==> src/rtl/fifo_flow_if.sv <==
// Handshake bundle for fifo_flow: producer and consumer sides plus fill-level status.
// The FIFO takes the slave modport; whatever drives and consumes it takes master.
interface fifo_flow_if #(
   parameter int unsigned NUM   = 8,
   parameter int unsigned WIDTH = 32
);
   localparam int unsigned CW = $clog2(NUM + 1);

   logic             IN_flush;
   logic [WIDTH-1:0] IN_data;
   logic             IN_valid;
   logic             OUT_ready;
   logic             IN_ready;
   logic             OUT_valid;
   logic [WIDTH-1:0] OUT_data;
   logic [CW-1:0]    OUT_count;
   logic             OUT_almostFull;

   modport master (
      output IN_flush, IN_data, IN_valid, IN_ready,
      input  OUT_ready, OUT_valid, OUT_data, OUT_count, OUT_almostFull
   );

   modport slave (
      input  IN_flush, IN_data, IN_valid, IN_ready,
      output OUT_ready, OUT_valid, OUT_data, OUT_count, OUT_almostFull
   );
endinterface

==> src/rtl/fifo_flow.sv <==
// First-word-fall-through FIFO of any depth: memory ring feeding a registered head entry,
// with occupancy count, almost-full flag and synchronous flush.
module fifo_flow #(
   parameter int unsigned NUM   = 8,
   parameter int unsigned WIDTH = 32,
   parameter int unsigned AFULL = NUM - 1
) (
   input logic        clk,
   input logic        rst_n,
   fifo_flow_if.slave bus
);
   localparam int unsigned PW = $clog2(NUM);
   localparam int unsigned CW = $clog2(NUM + 1);
   localparam logic [CW-1:0] NUM_C    = CW'(NUM);
   localparam logic [CW-1:0] AFULL_C  = CW'(AFULL);
   localparam logic [PW-1:0] LAST_PTR = PW'(NUM - 1);

   logic [WIDTH-1:0] mem [NUM];

   logic [PW-1:0]    wptr_q, wptr_d;
   logic [PW-1:0]    rptr_q, rptr_d;
   logic [CW-1:0]    count_q, count_d;
   logic             valid_q, valid_d;
   logic [WIDTH-1:0] data_q, data_d;

   logic push, pop, ring_empty, load, bypass, mem_wr, mem_rd;

   function automatic logic [PW-1:0] ptr_inc(input logic [PW-1:0] p);
      return (p == LAST_PTR) ? '0 : p + 1'b1;
   endfunction

   assign push = bus.IN_valid && (count_q != NUM_C);
   assign pop  = valid_q && bus.IN_ready;

   // Ring occupancy is count minus the entry parked in the output register.
   assign ring_empty = (count_q == {{(CW-1){1'b0}}, valid_q});
   assign load       = !valid_q || pop;
   assign bypass     = push && ring_empty && load;
   assign mem_wr     = push && !bypass && !bus.IN_flush;
   assign mem_rd     = load && !ring_empty;

   always_comb begin
      wptr_d  = wptr_q;
      rptr_d  = rptr_q;
      count_d = count_q;
      valid_d = valid_q;
      data_d  = data_q;
      if (bus.IN_flush) begin
         wptr_d  = '0;
         rptr_d  = '0;
         count_d = '0;
         valid_d = 1'b0;
      end else begin
         if (mem_wr) wptr_d = ptr_inc(wptr_q);
         if (mem_rd) begin
            rptr_d  = ptr_inc(rptr_q);
            data_d  = mem[rptr_q];
            valid_d = 1'b1;
         end else if (bypass) begin
            data_d  = bus.IN_data;
            valid_d = 1'b1;
         end else if (load) begin
            valid_d = 1'b0;
         end
         case ({push, pop})
            2'b10:   count_d = count_q + 1'b1;
            2'b01:   count_d = count_q - 1'b1;
            default: count_d = count_q;
         endcase
      end
   end

   always_ff @(posedge clk or negedge rst_n) begin
      if (!rst_n) begin
         wptr_q  <= '0;
         rptr_q  <= '0;
         count_q <= '0;
         valid_q <= 1'b0;
         data_q  <= '0;
      end else begin
         wptr_q  <= wptr_d;
         rptr_q  <= rptr_d;
         count_q <= count_d;
         valid_q <= valid_d;
         data_q  <= data_d;
      end
   end

   // Storage is deliberately left out of reset.
   always_ff @(posedge clk) begin
      if (mem_wr) mem[wptr_q] <= bus.IN_data;
   end

   assign bus.OUT_ready      = (count_q != NUM_C);
   assign bus.OUT_valid      = valid_q;
   assign bus.OUT_data       = data_q;
   assign bus.OUT_count      = count_q;
   assign bus.OUT_almostFull = (count_q >= AFULL_C);
endmodule

==> src/flat_wrapper.sv <==
// flat-port wrapper written by rule: the top's interface ports become plain ports
module fifo_flow_flat 
#(
   parameter int unsigned NUM   = 8,
   parameter int unsigned WIDTH = 32,
   parameter int unsigned AFULL = NUM - 1
)
  (clk, rst_n, bus_IN_flush, bus_IN_data, bus_IN_valid, bus_IN_ready, bus_OUT_ready, bus_OUT_valid, bus_OUT_data, bus_OUT_count, bus_OUT_almostFull);
  fifo_flow_if #(.NUM(NUM), .WIDTH(WIDTH)) bus_i ();
  input logic clk;
  input logic rst_n;
  input wire logic [$bits(bus_i.IN_flush)-1:0] bus_IN_flush;
  input wire logic [$bits(bus_i.IN_data)-1:0] bus_IN_data;
  input wire logic [$bits(bus_i.IN_valid)-1:0] bus_IN_valid;
  input wire logic [$bits(bus_i.IN_ready)-1:0] bus_IN_ready;
  output wire logic [$bits(bus_i.OUT_ready)-1:0] bus_OUT_ready;
  output wire logic [$bits(bus_i.OUT_valid)-1:0] bus_OUT_valid;
  output wire logic [$bits(bus_i.OUT_data)-1:0] bus_OUT_data;
  output wire logic [$bits(bus_i.OUT_count)-1:0] bus_OUT_count;
  output wire logic [$bits(bus_i.OUT_almostFull)-1:0] bus_OUT_almostFull;
  assign bus_i.IN_flush = bus_IN_flush;
  assign bus_i.IN_data = bus_IN_data;
  assign bus_i.IN_valid = bus_IN_valid;
  assign bus_i.IN_ready = bus_IN_ready;
  assign bus_OUT_ready = bus_i.OUT_ready;
  assign bus_OUT_valid = bus_i.OUT_valid;
  assign bus_OUT_data = bus_i.OUT_data;
  assign bus_OUT_count = bus_i.OUT_count;
  assign bus_OUT_almostFull = bus_i.OUT_almostFull;
  fifo_flow #(.NUM(NUM), .WIDTH(WIDTH), .AFULL(AFULL)) u_core (.clk(clk), .rst_n(rst_n), .bus(bus_i));
endmodule
==> config.mk <==
export PLATFORM = sky130hd
export DESIGN_NAME = fifo_flow_flat
export DESIGN_NICKNAME = d
export VERILOG_FILES = /design/src/rtl/fifo_flow_if.sv /design/src/rtl/fifo_flow.sv /design/src/flat_wrapper.sv
export SDC_FILE = /design/constraint.sdc
export NUM_CORES = 1
export LEC_CHECK = 0
export ABC_CLOCK_PERIOD_IN_PS = 4900
export BUFFER_PORTS_ARGS = -buffer_cell sky130_fd_sc_hd__buf_2
export CAP_MARGIN = 20
export CORE_MARGIN = 1
export CORE_UTILIZATION = 25
export CTS_CLUSTER_SIZE = 30
export DETAILED_ROUTE_END_ITERATION = 16
export GPL_ROUTABILITY_DRIVEN = 0
export PLACE_DENSITY = 0.41
export SLEW_MARGIN = 30
export SYNTH_ARGS = -nofsm -noshare
export SYNTH_HDL_FRONTEND = slang
export SYNTH_SLANG_ARGS = --single-unit
==> constraint.sdc <==
create_clock -name clk -period 4.9 [get_ports clk]
set_clock_uncertainty 0.1 [all_clocks]
set_input_delay 0.735 -clock clk [delete_from_list [all_inputs] [get_ports clk]]
set_output_delay 0.735 -clock clk [all_outputs]
set_load 0.01 [all_outputs]
==> run_results.csv, run 1 <==
group,metric,value,unit
logic_synthesis,syn_nets,612,
timing,holdWs,0.239,ns
floorplanning,coreArea,47000,sq um
logic_synthesis,synth_compound_area_share,1.46,%
clock_tree,post_cts.repair.setup_buffers,0,
grt,grt_pass1_wl,41200,um
clock_tree,cts_num_sinks,299,
logic_synthesis,ys.flop_type,"edfxtp_1",
logic_synthesis,synthXorXnorAreaFrac,0.0731,%
clock_tree,hold_buffers,0,
timing,relSlewSlack,45.8,%
floorplanning,die_w,221,um
routing,drtAntennaViolNets,0,
timing,rsz0062_at_grt,"false",
grt,grt_usage,11.2,%
critical_path,crit_path_max_fanout,20,
critical_path,cp-end-kind,"register",
layout,final_cell_mix,"edfxtp_1 (256), mux2_2 (96), buf_2 (75), mux4_2 (64), dfrtp_1 (40)",
routing,drt-vias-per-instance,4.42,
clock_tree,clkSlewWorstSetupHoldPaths,0.06,ns
logic_synthesis,synth-edff-count,256,
power_and_ir_drop,p_per_area,453,nW/um^2
clock_tree,cts_tree,"yes",
critical_path,critPathKind,"reg2reg",
timing,worstMarginPinSlew,0.813,ns
logic_synthesis,synthArstFlopShare,14.4,%
timing,final-hold-violation-count,0,
logic_synthesis,syn_area_per_cell,21.1,sq um
floorplanning,die_h,221,um
clock_tree,root_buffer,"clkbuf_16",
logic_synthesis,synth_top_family_by_area,"multiplexers",
timing,slew_violations,0,
layout,area_delta_synth_final,20.8,%
timing,max_freq,318,MHz
clock_tree,clk_path_buf_depth,3,
floorplanning,initial_core_util,25.5,%
logic_synthesis,synth.distinct_cells,42,
routing,drc_errors,0,
logic_synthesis,synthSimpleGateAreaFrac,1.99,%
routing,drt_iter0_drc,337,
grt,grt_pass1_vias,6517,
routing,dr.pass1.iters,4,
place,post-place-ws,1.48,ns
power_and_ir_drop,ir_drop,184,uV
routing,drt-total-wl,26700,um
logic_synthesis,yosysWarnings,0,
timing,finalSetupViolCount,0,
grt,grt_max_degree,44,
logic_synthesis,ys_seq_area_share,73.1,%
power_and_ir_drop,leakagePower,4.75,nW
timing,finalSetupTns,0,ns
place,place_hpwl,16900,um
critical_path,critPathRequiredTime,5.01,ns
floorplanning,io_pins,76,
logic_synthesis,synth_area,12000,sq um
clock_tree,clk-insertion-delay-late,0.52,ns
grt,antenna_found_initial,1,
floorplanning,fp-row-count,79,
layout,final_common_cell,"edfxtp_1",
run,drv_cap,0,
clock_tree,cts_buffers,35,
logic_synthesis,post_synth_mux_area_share,21.3,%
layout,drive_gt1_share,45.6,%
status,status,"finished, final reports clean",
layout,final_util,30.8,%
floorplanning,die_area,48800,sq um
routing,vias,5772,
grt,overflow,0,
clock_tree,cts_resized,0,
hold_path,min_path_type,"in2async",
place,io_buffers,75,
clock_tree,htreeDepth,2,
layout,antenna-diode-count,0,
timing,setup_ws,1.76,ns
logic_synthesis,synth-adder-area-share,0.626,%
critical_path,cp_data_arrival_time,3.25,ns
logic_synthesis,syn_inst,569,
logic_synthesis,ys_ff_latch,299,
timing,min_period,3.14,ns
layout,fillCellCount,4497,
layout,fin_nets,716,
timing,finalCritPeriodShare,64.1,%
routing,wl_per_cell,20.4,um
critical_path,cp-start-kind,"register",
-- synth_stat cells, types with 2 or more instances --
| cell type | number | area, sq um |
|---|---|---|
| a21oi_1 | 6 | 30.0 |
| a31oi_1 | 2 | 12.5 |
| and3_1 | 2 | 12.5 |
| buf_1 | 7 | 26.3 |
| buf_2 | 6 | 30.0 |
| buf_6 | 5 | 56.3 |
| clkbuf_1 | 10 | 37.5 |
| dfrtp_1 | 43 | 1080 |
| edfxtp_1 | 256 | 7690 |
| ha_1 | 6 | 75.1 |
| inv_1 | 2 | 7.51 |
| mux2_2 | 96 | 1080 |
| mux2i_1 | 2 | 20.0 |
| mux4_2 | 64 | 1440 |
| nand2_1 | 4 | 15.0 |
| nand2b_1 | 3 | 18.8 |
| nand3_1 | 4 | 20.0 |
| nor2_1 | 15 | 56.3 |
| nor2b_1 | 2 | 12.5 |
| nor3_1 | 5 | 25.0 |
| o21a_1 | 2 | 15.0 |
| o21ai_0 | 6 | 30.0 |
| or4_1 | 2 | 15.0 |
-- kinds of logic after synthesis --
group                      Yosys count
muxes                              163
DFF                                299
buffers and inverters               31
adders and majority gates            6
and+or+nand+nor                     44
xor gates and xnor gates             1
AOI/OAI and AO/OA                   25
-- per-layer routing --
layer | vias to the layer above | wire, um | global-route usage (%)
li1 | 2558 | - | -
met1 | 3071 | 11200 | 13.5
met2 | 102 | 14000 | 19.9
met3 | 39 | 964 | 2.02
met4 | 2 | 497 | 3.63
met5 | - | 13 | 0
-- worst paths after layout --
path / startpoint / end / slack (ns) / depth (start not counted)
max: u_core.bus.OUT_count[0] / u_core.mem[2][29] / 1.76 / 5
max in group asynchronous: rst_n / u_core.rptr_q[2] / 3.94 / 2
min in group clk: u_core.bus.OUT_data[13] / u_core.bus.OUT_data[13] / 0.40 / 1
max reg2reg: u_core.bus.OUT_count[0] / u_core.mem[2][29] / 1.76 / 5
min reg2reg: u_core.bus.OUT_data[13] / u_core.bus.OUT_data[13] / 0.40 / 1
min: rst_n / u_core.bus.OUT_data[8] / 0.24 / 2
-- power by group --
part	switching [mW]	internal [mW]
sequential	0.141	2.93
combinational	0.460	0.567
clock	1.01	1.46
total	1.61	4.96
-- sequential cells by signal, indices dropped and copies added (netlist names) --
| register | cells |
|---|---|
| u_core.mem | 256 |
| u_core.bus.OUT_data | 32 |
| u_core.wptr_q | 3 |
| u_core.rptr_q | 3 |
| u_core.bus.OUT_valid | 1 |
| u_core.bus.OUT_count | 4 |
-- stage by stage --
stage	cells	power, mW	area (sq um)
6_report	1307	6.56	14500
5_1_grt	1307	6.88	14500
4_1_cts	1306	6.69	14500
3_5_place_dp	1242	4.18	13400
3_3_place_gp	1232	4.15	13100
2_1_floorplan	569	3.78	12000
-- worst max-delay path, cell delays in order, from the launching register on --
cell	delay [ns]
dfrtp_1	0.56
or4b_1	0.30
nand2_1	0.17
or4_1	0.69
nor2_4	0.63
buf_4	0.38
-- layout make-up --
type,count,area [sq um],area share [%]
Inverter,2,7.51,0.0518
Timing Repair Buffer,96,722,4.99
Clock inverter,19,154,1.06
Multi-Input combinational cell,239,3130,21.6
Sequential cell,299,8770,60.6
Tap cell,607,759,5.24
Clock buffer,45,935,6.45
No activity file was read; power rests on OpenSTA's default activity.
==> run 2: changes to the inputs <==
--- a/config.mk
+++ b/config.mk
@@ -5,7 +5,7 @@
 export SDC_FILE = /design/constraint.sdc
 export NUM_CORES = 1
 export LEC_CHECK = 0
-export ABC_CLOCK_PERIOD_IN_PS = 4900
+export ABC_CLOCK_PERIOD_IN_PS = 3000
 export BUFFER_PORTS_ARGS = -buffer_cell sky130_fd_sc_hd__buf_2
 export CAP_MARGIN = 20
 export CORE_MARGIN = 1
==> constraint.sdc (replaced) <==
create_clock -name clk -period 3 [get_ports clk]
set_clock_uncertainty 0.1 [all_clocks]
set_input_delay 0.45 -clock clk [delete_from_list [all_inputs] [get_ports clk]]
set_output_delay 0.45 -clock clk [all_outputs]
set_load 0.01 [all_outputs]
==> run 2 against run 1 <==
Effect of this change: largest power group unchanged; register-to-register slack worse by 1.5 ns; via count up 0.71%; flip-flop and latch count unchanged; largest cell class unchanged.
==> run_results.csv, run 2 (same netlist as run 1, synthesis figures left out) <==
group,metric,value,unit
status,status,"finished, final reports clean",
floorplanning,die_area,48800,sq um
clock_tree,clk_path_buf_depth,3,
power_and_ir_drop,leakagePower,4.75,nW
grt,grt_pass1_wl,41300,um
clock_tree,clkSlewWorstSetupHoldPaths,0.06,ns
grt,grt_usage,11.2,%
power_and_ir_drop,seqPwrFrac,46.2,%
layout,top_register,"u_core.mem",
clock_tree,cts_num_sinks,299,
timing,max_freq,365,MHz
grt,grt_max_degree,37,
layout,largest_reg_flops,256,
clock_tree,cts_tree,"yes",
layout,final_common_cell,"edfxtp_1",
clock_tree,post_cts.repair.setup_buffers,0,
critical_path,crit_path_max_fanout,11,
power_and_ir_drop,p_comb_share,16.2,%
critical_path,critPathKind,"reg2reg",
timing,relSlewSlack,44.3,%
floorplanning,io_pins,76,
routing,wl_per_cell,20.7,um
timing,finalCritPeriodShare,91.3,%
critical_path,critPathRequiredTime,3.29,ns
critical_path,cp-start-kind,"register",
power_and_ir_drop,power.switching,2.56,mW
power_and_ir_drop,ir_drop,286,uV
routing,drt-vias-per-instance,4.44,
floorplanning,initial_core_util,25.5,%
clock_tree,root_buffer,"clkbuf_16",
power_and_ir_drop,power,10.8,mW
layout,antenna-diode-count,0,
timing,slew_violations,0,
timing,rsz0062_at_grt,"false",
place,io_buffers,75,
layout,drive_gt1_share,45.6,%
critical_path,cp-end-kind,"register",
timing,final-hold-violation-count,0,
clock_tree,cts_buffers,35,
clock_tree,clk-insertion-delay-late,0.51,ns
power_and_ir_drop,pwr-share-clk,37.6,%
power_and_ir_drop,p_int,8.21,mW
layout,final_util,30.9,%
clock_tree,htreeDepth,2,
floorplanning,die_h,221,um
hold_path,min_path_type,"in2reg",
power_and_ir_drop,p_per_area,742,nW/um^2
critical_path,cp_top_family,"compound AO/OA/AOI/OAI gates",
routing,dr.pass1.iters,4,
timing,finalSetupViolCount,0,
critical_path,cp_data_arrival_time,3.03,ns
grt,overflow,0,
critical_path,path_buf_inv,1,
routing,vias,5813,
routing,drc_errors,0,
timing,holdWs,0.127,ns
layout,final_cell_mix,"edfxtp_1 (256), mux2_2 (96), buf_2 (75), mux4_2 (64), dfrtp_1 (40)",
routing,drt_iter0_drc,327,
run,drv_cap,0,
critical_path,path_cells,"or4b_1 > a21o_1 > inv_1 > ha_1 > o21a_1 > o32a_1 > mux2_4",
layout,fin_nets,721,
critical_path,cp_slowest_stage_delay,0.63,ns
timing,worstMarginPinSlew,0.835,ns
routing,drt-total-wl,27100,um
place,place_hpwl,15700,um
layout,stdcell_area,14500,sq um
timing,finalSetupTns,0,ns
critical_path,cpMaxStageDelayCell,"or4b_1",
timing,min_period,2.74,ns
grt,grt_pass1_vias,6563,
floorplanning,die_w,221,um
floorplanning,fp-row-count,79,
power_and_ir_drop,switching_share,23.8,%
place,placed_cell_area,13400,sq um
routing,drtAntennaViolNets,0,
floorplanning,coreArea,47000,sq um
grt,antenna_found_initial,2,
layout,area_delta_synth_final,21.1,%
-- run 2: changes by cell type in the layout (fill, tap and decap cells not counted), moves of 3 or more --
cell and delta:
buf_12 +10, buf_16 -6, clkinv_1 -7, buf_4 +3
clkbuf_1 +6
-- run 2: power by group through the flow --
stage	registers (mW)	clock network, mW	logic (mW)
global route	5.02	4.34	1.91
detailed placement	5.06	0	1.80
finish	4.97	4.04	1.75
CTS	4.98	4.18	1.81
global placement	5.05	0	1.78
floorplan	5.09	0	1.09
-- run 2: metrics by stage --
| stage | setup WS [ns] | std cells |
|---|---|---|
| floorplan | -0.415 | 569 |
| global placement | 0.384 | 1247 |
| detailed placement | 0.297 | 1247 |
| CTS | 0.290 | 1308 |
| global route | 0.167 | 1308 |
| finish | 0.260 | 1308 |
-- run 2: final timing paths --
check	to	slack (ns)	from	cells past startpoint
max	u_core.bus.OUT_count[3]	0.26	u_core.bus.OUT_count[1]	7
min	u_core.mem[2][7]	0.13	bus_IN_data[7]	1
max reg2reg	u_core.bus.OUT_count[3]	0.26	u_core.bus.OUT_count[1]	7
min reg2reg	u_core.bus.OUT_data[18]	0.40	u_core.bus.OUT_data[18]	1
max in group asynchronous	u_core.bus.OUT_data[14]	1.50	rst_n	3
min in group asynchronous	u_core.bus.OUT_count[2]	0.47	rst_n	2
-- run 2: timing repair --
item                                   4_1_cts  5_1_grt
hold buffers                                 1        0
endpoints found under the hold margin       25        0
resized for setup                            0        0
-- run 2: worst register-to-register path, cell delays in order, from the launching register on --
cell and delay [ns]:
dfrtp_1 0.50, or4b_1 0.63, a21o_1 0.27, inv_1 0.13
ha_1 0.28, o21a_1 0.12, o32a_1 0.29, mux2_4 0.30
-- run 2: area by class of cell --
| class | count | area, sq um |
|---|---|---|
| clock inverters | 6 | 77.6 |
| well taps | 607 | 759 |
| clock buffers | 54 | 1010 |
| inverters | 2 | 7.51 |
| fillers | 4508 | 32400 |
| repair buffers | 101 | 748 |
| multi-input cells | 239 | 3140 |
| flip-flops and latches | 299 | 8770 |
-- run 2: per-layer routing --
layer	global-route usage [%]	vias up	share of wire (%)
met1	14.0	3092	43
li1	-	2561	-
met3	2.24	46	3.8
met2	19.6	110	51
met5	0	-	0.11
met4	3.32	4	2.2
==> run 3: changes to the inputs <==
--- a/config.mk
+++ b/config.mk
@@ -9,11 +9,11 @@
 export BUFFER_PORTS_ARGS = -buffer_cell sky130_fd_sc_hd__buf_2
 export CAP_MARGIN = 20
 export CORE_MARGIN = 1
-export CORE_UTILIZATION = 25
+export CORE_UTILIZATION = 48
 export CTS_CLUSTER_SIZE = 30
 export DETAILED_ROUTE_END_ITERATION = 16
 export GPL_ROUTABILITY_DRIVEN = 0
-export PLACE_DENSITY = 0.41
+export PLACE_DENSITY = 0.66
 export SLEW_MARGIN = 30
 export SYNTH_ARGS = -nofsm -noshare
 export SYNTH_HDL_FRONTEND = slang
==> run 3 against run 2 <==
Effect of this change: maximum frequency fell by 1.2%; via count fell by 0.88%; first-iteration DRC count fell by 15%; largest power group unchanged; hold slack got worse by 0.030 ns; sequential share of layout area rose by 1.5 points; critical path depth did not move; die area fell by 48%; routed wire length fell by 14%; critical endpoint unchanged; sequential power barely moved; worst setup slack got worse by 0.033 ns; register-to-register slack got worse by 0.03 ns; core utilization rose by 27 points.
==> run_results.csv, run 3 (same netlist as run 1, synthesis figures left out) <==
group,metric,value,unit
status,status,"finished, final reports clean",
place,placed_cell_area,13100,sq um
clock_tree,post_cts.repair.setup_buffers,0,
clock_tree,clk_path_buf_depth,3,
routing,drc_errors,0,
clock_tree,cts_buffers,30,
routing,vias,5762,
power_and_ir_drop,power,10.6,mW
grt,overflow,0,
layout,area_delta_synth_final,18.2,%
power_and_ir_drop,seqPwrFrac,46.9,%
clock_tree,cts_tree,"yes",
routing,drtAntennaViolNets,0,
layout,final_util,58.1,%
floorplanning,initial_core_util,49.1,%
grt,antenna_found_initial,1,
routing,drt-total-wl,23300,um
routing,wl_per_cell,22.8,um
clock_tree,clk-insertion-delay-late,0.54,ns
routing,drt_iter0_drc,277,
timing,finalCritPeriodShare,92.4,%
timing,relSlewSlack,46.3,%
power_and_ir_drop,p_comb_share,16.1,%
hold_path,min_path_type,"in2reg",
critical_path,path_cells,"or4b_1 > a21o_1 > inv_1 > ha_1 > o21a_1 > o32a_1 > mux2_4",
critical_path,cpMaxStageDelayCell,"or4b_1",
hold_path,worst_hold_path.num_cells,1,
layout,final_cell_mix,"edfxtp_1 (256), mux2_2 (96), buf_2 (75), mux4_2 (64), dfrtp_1 (40)",
routing,drt-vias-per-instance,5.63,
layout,fin_nets,720,
timing,worstMarginPinSlew,0.805,ns
critical_path,crit_path_max_fanout,11,
critical_path,r2r_cells,7,
power_and_ir_drop,p_int,8.14,mW
clock_tree,htreeDepth,1,
layout,largest_reg_flops,256,
place,place_hpwl,13700,um
floorplanning,io_pins,76,
clock_tree,root_buffer,"clkbuf_16",
floorplanning,die_h,160,um
floorplanning,fp-row-count,57,
run,drv_cap,0,
critical_path,r2r_slack,0.23,ns
timing,finalSetupViolCount,0,
critical_path,cp_data_arrival_time,3.10,ns
grt,grt_max_degree,47,
timing,rsz0062_at_grt,"false",
power_and_ir_drop,switching_share,23.0,%
critical_path,cp-end-kind,"register",
power_and_ir_drop,pwr-share-clk,37.0,%
critical_path,cp_top_family,"compound AO/OA/AOI/OAI gates",
hold_path,min_from,"bus_IN_data[2]",
layout,antenna-diode-count,0,
grt,grt_pass1_wl,36700,um
routing,dr.pass1.iters,4,
timing,finalSetupTns,0,ns
clock_tree,clkSlewWorstSetupHoldPaths,0.06,ns
critical_path,reg2reg_from,"u_core.bus.OUT_count[1]",
hold_path,holdPathEnd,"u_core.mem[1][2]",
clock_tree,cts_num_sinks,299,
critical_path,critPathKind,"reg2reg",
timing,final-hold-violation-count,0,
timing,slew_violations,0,
floorplanning,die_area,25600,sq um
layout,stdcell_area,14200,sq um
layout,drive_gt1_share,47.0,%
grt,grt_usage,18.9,%
power_and_ir_drop,leakagePower,4.76,nW
timing,holdWs,0.0976,ns
critical_path,timing.rr.end,"u_core.bus.OUT_count[3]",
place,io_buffers,75,
critical_path,path_buf_inv,1,
floorplanning,die_w,160,um
power_and_ir_drop,p_per_area,747,nW/um^2
layout,final_common_cell,"edfxtp_1",
timing,min_period,2.77,ns
power_and_ir_drop,power.switching,2.43,mW
critical_path,critPathRequiredTime,3.33,ns
layout,top_register,"u_core.mem",
floorplanning,coreArea,24400,sq um
critical_path,cp_slowest_stage_delay,0.64,ns
critical_path,cp-start-kind,"register",
timing,max_freq,361,MHz
grt,grt_pass1_vias,6270,
power_and_ir_drop,ir_drop,498,uV
-- run 3: changes by cell type in the layout (fill, tap and decap cells not counted), sizes merged --
cell      delta
clkbuf      -14
buf          +4
clkinv       +4
bufinv       +3
clkinvlp     +2
-- run 3: through the flow --
stage,instances,worst slack [ns]
2_1_floorplan,569,-0.415
3_3_place_gp,968,0.384
3_5_place_dp,968,0.254
4_1_cts,1024,0.252
5_1_grt,1024,0.150
6_report,1024,0.227
-- run 3: how the worst max path moves through the flow --
| stage | start | end | slack (ns) | cells after the start |
|---|---|---|---|---|
| floorplan | u_core.bus.OUT_count[1] | u_core.mem[2][0] | -0.41 | 6 |
| global placement | u_core.bus.OUT_count[2] | u_core.bus.OUT_count[3] | 0.38 | 7 |
| detailed placement | u_core.bus.OUT_count[1] | u_core.bus.OUT_count[3] | 0.25 | 7 |
| CTS | u_core.bus.OUT_count[1] | u_core.bus.OUT_count[3] | 0.25 | 7 |
| global route | u_core.bus.OUT_count[1] | u_core.bus.OUT_count[3] | 0.15 | 7 |
| finish | u_core.bus.OUT_count[1] | u_core.bus.OUT_count[3] | 0.23 | 7 |
-- run 3: area by class of cell --
cell class / count / area, sq um
Clock inverter: 15 / 201
Timing Repair Buffer: 105 / 778
Clock buffer: 40 / 860
Fill cell: 1791 / 10200
Tap cell: 324 / 405
Inverter: 2 / 7.51
Multi-Input combinational cell: 239 / 3140
Sequential cell: 299 / 8770
-- run 3: timing repair --
item,4_1_cts,5_1_grt
hold buffers,1,0
hold endpoints to repair,29,0
resized for setup,0,0
-- run 3: power by group through the flow --
stage | Sequential [mW] | Clock (mW) | Combinational [mW]
after floorplan | 5.09 | 0 | 1.09
after global placement | 5.03 | 0 | 1.70
after detailed placement | 5.05 | 0 | 1.74
after CTS | 4.97 | 3.98 | 1.74
after global routing | 5.00 | 4.13 | 1.85
final | 4.96 | 3.91 | 1.71
-- run 3: layer usage --
metal	track usage (%)	vias to the layer above	wire, um	share of wire, %
met3	2.42	25	1000	4.3
li1	-	2558	-	-
met5	0	-	8	0.034
met2	33.2	144	12000	52
met4	4.59	2	363	1.6
met1	25.1	3033	9920	43
